$ cat src/rtl/reg_file_sb.sv
// rtl/reg_file_sb.sv - 2-read/1-write register file with write forwarding and pending-write scoreboard
module reg_file_sb #(
  parameter int DATA_W   = 32,
  parameter int ADDR_W   = 5,
  parameter int NUM_REGS = 32,
  parameter int ZERO_REG = 1
) (
  input  logic              clk,
  input  logic              rst_n,
  input  logic              rd_en,
  input  logic [ADDR_W-1:0] rs_addr,
  input  logic [ADDR_W-1:0] rt_addr,
  output logic [DATA_W-1:0] rs_data,
  output logic [DATA_W-1:0] rt_data,
  output logic              rs_busy,
  output logic              rt_busy,
  input  logic              we,
  input  logic [ADDR_W-1:0] wr_addr,
  input  logic [DATA_W-1:0] wr_data,
  input  logic              pend_set,
  input  logic [ADDR_W-1:0] pend_addr,
  output logic [ADDR_W:0]   pend_cnt,
  output logic              any_pend
);

  localparam int DEPTH = 1 << ADDR_W;
  localparam int CW    = ADDR_W + 1;
  localparam logic [CW-1:0] NUM_REGS_C = CW'(NUM_REGS);

  function automatic logic is_legal(input logic [ADDR_W-1:0] a);
    return ({1'b0, a} < NUM_REGS_C) && !((ZERO_REG != 0) && (a == '0));
  endfunction

  // Unimplemented entries are never written, so they stay 0 and read back as 0.
  logic [DATA_W-1:0] mem_q [DEPTH];
  logic [DATA_W-1:0] mem_d [DEPTH];
  logic [DEPTH-1:0]  pend_q, pend_d;
  logic [CW-1:0]     pend_cnt_q, pend_cnt_d;
  logic [DATA_W-1:0] rs_data_q, rs_data_d, rt_data_q, rt_data_d;
  logic              rs_busy_q, rs_busy_d, rt_busy_q, rt_busy_d;
  logic              clr, set, inc, dec;

  always_comb begin
    clr        = we && is_legal(wr_addr);
    set        = pend_set && is_legal(pend_addr);
    mem_d      = mem_q;
    pend_d     = pend_q;
    pend_cnt_d = pend_cnt_q;
    rs_data_d  = rs_data_q;
    rt_data_d  = rt_data_q;
    rs_busy_d  = rs_busy_q;
    rt_busy_d  = rt_busy_q;

    if (clr) begin
      mem_d[wr_addr]  = wr_data;
      pend_d[wr_addr] = 1'b0;
    end
    // A newly issued producer outranks a retiring one on the same register.
    if (set) begin
      pend_d[pend_addr] = 1'b1;
    end

    inc = set && !pend_q[pend_addr];
    dec = clr && pend_q[wr_addr] && !(set && (pend_addr == wr_addr));
    if (inc && !dec) begin
      pend_cnt_d = pend_cnt_q + CW'(1);
    end else if (dec && !inc) begin
      pend_cnt_d = pend_cnt_q - CW'(1);
    end

    // Sampling next-state gives forwarding and busy aligned to the same cycle.
    if (rd_en) begin
      rs_data_d = is_legal(rs_addr) ? mem_d[rs_addr] : '0;
      rt_data_d = is_legal(rt_addr) ? mem_d[rt_addr] : '0;
      rs_busy_d = is_legal(rs_addr) && pend_d[rs_addr];
      rt_busy_d = is_legal(rt_addr) && pend_d[rt_addr];
    end
  end

  always_ff @(posedge clk or negedge rst_n) begin
    if (!rst_n) begin
      for (int i = 0; i < DEPTH; i++) begin
        mem_q[i] <= '0;
      end
      pend_q     <= '0;
      pend_cnt_q <= '0;
      rs_data_q  <= '0;
      rt_data_q  <= '0;
      rs_busy_q  <= 1'b0;
      rt_busy_q  <= 1'b0;
    end else begin
      mem_q      <= mem_d;
      pend_q     <= pend_d;
      pend_cnt_q <= pend_cnt_d;
      rs_data_q  <= rs_data_d;
      rt_data_q  <= rt_data_d;
      rs_busy_q  <= rs_busy_d;
      rt_busy_q  <= rt_busy_d;
    end
  end

  assign rs_data  = rs_data_q;
  assign rt_data  = rt_data_q;
  assign rs_busy  = rs_busy_q;
  assign rt_busy  = rt_busy_q;
  assign pend_cnt = pend_cnt_q;
  assign any_pend = (pend_cnt_q != '0);

endmodule

$ cat config.mk
export PLATFORM = sky130hd
export DESIGN_NAME = reg_file_sb
export DESIGN_NICKNAME = d
export VERILOG_FILES = /design/src/rtl/reg_file_sb.sv
export SDC_FILE = /design/constraint.sdc
export NUM_CORES = 2
export LEC_CHECK = 0
export CAP_MARGIN = 0
export CELL_PAD_IN_SITES_DETAIL_PLACEMENT = 2
export CELL_PAD_IN_SITES_GLOBAL_PLACEMENT = 2
export CORE_MARGIN = 3
export CORE_UTILIZATION = 35
export DETAILED_ROUTE_END_ITERATION = 7
export PLACE_DENSITY_LB_ADDON = 0.1
export SLEW_MARGIN = 20
export SYNTH_ARGS = -nofsm -noshare
export SYNTH_HDL_FRONTEND = slang
export SYNTH_SLANG_ARGS = --single-unit
$ cat constraint.sdc
create_clock -name clk -period 2.94 [get_ports clk]
set_input_delay 0.588 -clock clk [delete_from_list [all_inputs] [get_ports clk]]
set_output_delay 0.588 -clock clk [all_outputs]
set_load 0.01 [all_outputs]
# After elaboration in Yosys (flattened, before gate mapping)
# Cells that the tools add are included.
[totals] wordCells=112 output_inout_bits=73 ff_bits=1128
[classes] n_eq_ne=1 muxes=28 add_sub_neg=2 bitwise_logic=6 n_reduce_logical=27 order_cmp=10
[ops] operator="1024-bit bitwise mux" n=1
[ops] operator="1024-bit two-way mux" n=1
[ops] operator="32-bit binary-select mux with 5-bit select" n=2
[ops] operator="32-bit two-way mux" n=9
[ops] operator="32-bit demux with 5-bit select" n=1
[ops] operator="32-bit AND" n=1
[ops] operator="32-bit inverter" n=1
[ops] operator="32-bit bitwise OR" n=1
[ops] operator="5-bit by 6-bit < comparator with 1-bit output, second input constant" n=4
[ops] operator="1-bit binary-select mux with 5-bit select" n=4
[ops] operator="5-bit zero test" n=4
[ops] operator="6-bit >= comparator, second input constant" n=3
[ops] operator="5-bit inverter with 6-bit output" n=3
[ops] operator="1-bit logical AND" n=13
[ops] operator="6-bit two-way mux" n=2
[ops] operator="1-bit demux with 5-bit select" n=2
[ops] operator="5-bit by 1-bit >= comparator with 1-bit output, second input constant" n=2
[ops] operator="1-bit zero test" n=8
[ops] operator="6-bit by 1-bit adder with 6-bit output, second input constant" n=1
[ops] operator="6-bit by 1-bit < comparator with 1-bit output, second input constant" n=1
[ops] operator="1-bit two-way mux" n=6
[ops] operator="6-bit nonzero test" n=1
[ops] operator="6-bit by 1-bit subtractor with 6-bit output, second input constant" n=1
[ops] operator="5-bit equality test" n=1
[ops] operator="2-bit nonzero test" n=1

# Depth between registers and ports, before layout
[logic_depth] ltp_word=12 depth_mapped=20 depth_no_buf=18

# Worst setup path after synthesis
# No wires, ideal clock.
[synth_path] kind="input to register" from="input pend_addr[0]" to="register pend_cnt_q[5] (netlist: pend_cnt[5])" slack_ns=-1.126 setup_ns=0.126 cell_stages=15 t_arrival_ns=3.940 n_path_buf=2 path_cell_list="clkbuf_1 buf_1 mux4_2 mux4_2 a21oi_1 ha_1 inv_1 ha_1 a21o_1 a21oi_1 o21bai_1 a21oi_1 xnor2_1 nor2_1 xor2_1"
[synth_via] elab_chain_len=9
[synth_lines] item="from (decl)" line_no="21" rtl="input logic [ADDR_W-1:0] pend_addr,"
[synth_lines] item="branches (longest 9 deep; another with 1-bit binary-select mux with 5-bit select)"
[synth_lines] item="to (signal assigned)" line_no="94" rtl="pend_cnt_q <= pend_cnt_d;"
[synth_lines] item="to (decl)" line_no="38" rtl="logic [CW-1:0] pend_cnt_q, pend_cnt_d;"
# Parallel ways; which one is timed is not known. The select of a mux whose other input is x is not followed.
# A chain may end at the register's enable or synchronous reset.

# Final worst setup path
[layout_path] from="register pend_q[3]" to="register pend_cnt_q[5] (netlist: pend_cnt[5])"
[layout_via] elab_chain_len=7
[layout_lines] item="from (decl)" line_no="37" rtl="logic [DEPTH-1:0] pend_q, pend_d;"
[layout_lines] item="from (signal assigned)" line_no="93" rtl="pend_q <= pend_d;"
[layout_lines] item="1-bit binary-select mux with 5-bit select (on tied branches)" line_no="64, 63"
[layout_lines] item="1-bit two-way mux (on tied branches)" line_no="64, 63"
[layout_lines] item="1-bit logical AND / 1-bit zero test (equally long branches)" line_no="64, 63"
[layout_lines] item="1-bit logical AND (on tied branches)" line_no="64, 63"
[layout_lines] item="1-bit zero test (on tied branches)" line_no="65, 67"
[layout_lines] item="1-bit logical AND (on tied branches)" line_no="65, 67"
[layout_lines] item="6-bit two-way mux / 2-bit nonzero test (equally long branches)"
# Parallel ways exist; a longest one is shown, timed or not. The select of a mux whose other input is x is not followed.

==> run metrics <==
main combinational cell family by area after synthesis=compound AO/OA/AOI/OAI gates; Chip Width=420 microns; syn_area_per_cell=9.35 sq um; aggregate routed wire length=462 mm; leakage=42.1 nW; P&R area growth vs syn=43.9%; wire per inst=44.0 microns; Syn Inst Count=~6,400; RSZ-0062 raised after global routing=true; post-synthesis cell type count=88; H-tree levels=4; Sink Count=roughly 1,100; CP arrival=4.03 ns; pin count of the biggest net entering global routing=86; Port Buf Inserts=129; EDFF count, synth=0; Clock Tree Root=clkbuf_16; largest area contributor in the netlist=dfrtp_1; DRC Markers=0; simple-gate share of the synthesized area=between 10% and 20%; worst-path fanout max=3; flops & latches, synth=roughly 1,100; Die H=420 microns; DRT iter0 DRCs=slightly below 9,000; Tot Pwr=~55 mW; Non-Filler Instances=10,500; DP Wirelength=344 mm; Inserted Clock Buffers=145; XOR/XNOR share of the synthesized area=0.190%; Clock transition at path regs=around 0.06 ns; max_slew headroom=29.4%; core area=170,000 sq um; Mapped Nets=6,471; max-slew violation total from the final report=0; vias in the first global route=74,200; first-pass GRT wire length=roughly 630 mm; Worst Setup Slack, final=-0.378 ns; pwr/cell area=639 nW/um^2; Starting Density=about a third; FP Rows=151; Tcrit/Tclk final=113%; Clock Tree Buf Depth=3; f_max=0.301 GHz; area fraction of the dominant cell type after synthesis=47.1%; count of final setup violators=9; die area=176,000 sq um; dpl cells=10,200; CTS tree=done; Syn. warnings=0; Post-synth ARST share=100%; Worst Path Required=approximately 3.7 ns; I/O pin cnt=130; status=finished with violations; via count=~70,000; Clock Latency Late Sink=~0.85 ns; initial antenna violation count=65; post-synthesis cell area=59,900 sq um; Slew @ Worst Pin=1.05 ns; Post-DRT Antenna Nets=0; failing checks=negative setup slack; Main synth FF type=dfrtp_1; Final Net Count=8,198; Crit Path Category=register to register; CP Capture Type=register; vias per cell=6.70; most common cell in the netlist=dfrtp_1; Adder-Cell Fraction of Synth Area=0.138%; Max Cap Violations=0; gr usage total=approximately 52%; compound-cell area share of the yosys netlist=21.0%; Hold WC Path Type=primary input to register; post-synthesis mux area share=a little over an eighth; Seq/Total Area, Yosys=between 40% and 50%; routability congestion estimate from global placement=1.06; Startpoint Class=register; Initial DRT Pass Iterations=5; share of cells above drive strength 1=roughly 36%; grt total ovfl=0; Hold Vio Cnt, Final=0; Synth area leaders=dfrtp_1 47%, mux2_2 6.7%, nand2_1 6.3%, mux2i_1 4.9%, o21ai_0 4.0%; Post-synth top cells=1,128 x dfrtp_1, 1,004 x nand2_1, 481 x o21ai_0; Tmin final=3.32 ns; Worst IR Drop VDD=0.693 mV; Setup Skew=0.0260 ns
[registers in the layout, indices dropped and copies added, names as in the netlist]
name,count
rs_busy,1
rt_busy,1
pend_cnt,6
rs_data,32
rt_data,32
mem_q,1024
pend_q,32
[where the power goes]
group	switching (mW)	internal [mW]
Sequential	1.51	18.4
Combinational	9.57	6.97
Clock	7.98	10.6
Total	19.1	36.0
[per-layer routing]
| metal | up-vias | wire length (microns) | GRT usage [%] |
|---|---|---|---|
| met1 | 36600 | 171000 | 62.8 |
| met5 | - | 479 | 0 |
| li1 | 26700 | - | - |
| met2 | 5151 | 188000 | 72.9 |
| met4 | 66 | 48100 | 43.9 |
| met3 | 1821 | 54800 | 17.5 |
[placed cells by master (no fill, tap or decap), drive strengths merged, types with 16 or more instances in the layout]
master,count
o21ai,490
nand2,1008
nand4,20
o2111ai,25
o22a,18
mux2,358
a22oi,109
a221oi,84
dfrtp,1128
o211ai,66
nor2,348
o22ai,361
buf,2102
inv,344
nor4,28
o311ai,17
o2bb2ai,26
nand2b,16
a21oi,236
nor3,127
clkinv,31
a221o,23
a31oi,38
nand3,61
o32ai,24
a2111oi,26
mux2i,293
or3,27
a22o,31
clkbuf,219
a211oi,68
clkdlybuf4s50,93
o221ai,72
diode,39
mux4,41
a21o,19
a222oi,16
[metrics by stage]
stage / setup WS, ns / setup TNS [ns] / hold slack (ns) / instance area [sq um] / util, %
after detailed placement: -1.89 / -84.60 / 0.363 / 80200 / 47.3
after global routing: -0.449 / -1.08 / 0.200 / 86100 / 50.7
after CTS: -0.331 / -0.481 / 0.151 / 85600 / 50.5
after floorplan: -0.446 / -0.785 / 0.292 / 59900 / -
after global placement: -1.80 / -74.41 / 0.364 / 80200 / 47.3
final: -0.378 / -0.888 / 0.200 / 86200 / 50.8
[worst max-delay path, stage by stage (launching register included)]
cell      delay, ns
dfrtp_1        0.43
buf_4          0.15
mux4_2         0.46
mux4_2         0.50
a21oi_4        0.17
ha_4           0.22
inv_4          0.07
buf_6          0.12
ha_4           0.25
a21oi_4        0.17
o21bai_2       0.10
a21oi_2        0.18
xnor2_2        0.15
nor2_2         0.07
xor2_1         0.15
[layout make-up]
| class | count | area (sq um) |
|---|---|---|
| tap | 2218 | 2780 |
| multi-input combinational | 4312 | 29000 |
| clock buffer | 216 | 4250 |
| fill | 17600 | 83500 |
| timing repair buffer | 2206 | 20000 |
| clock inverter | 44 | 492 |
| sequential | 1128 | 28200 |
| antenna | 39 | 97.6 |
| inverter | 342 | 1290 |
[kinds of logic after synthesis]
| group | Yosys count |
|---|---|
| mux | 692 |
| flops | 1128 |
| simple gates | 1715 |
| fa+ha+maj | 6 |
| compound gates | 1886 |
| buf+inv | 968 |
| xor+xnor | 13 |
[worst paths after layout]
kind	from	to	slack (ns)	depth (start not counted)
worst max-delay path	pend_q[3]	pend_cnt[5]	-0.38	14
worst min-delay path	wr_data[30]	mem_q[158]	0.20	3
worst max register to register	pend_q[3]	pend_cnt[5]	-0.38	14
worst min register to register	mem_q[995]	mem_q[995]	0.37	0
max in group asynchronous	rst_n	mem_q[736]	1.52	4
min in group asynchronous	rst_n	pend_cnt[0]	0.33	2
[what timing repair did]
item,CTS,global route
pin swaps,40,33
gates cloned,2,0
endpoints found under the setup margin,65,37
hold buffers,1,0
buffers inserted,25,15
gates resized for setup,123,82
endpoints found under the hold margin,38,0
(Power assumes the default switching activity.)
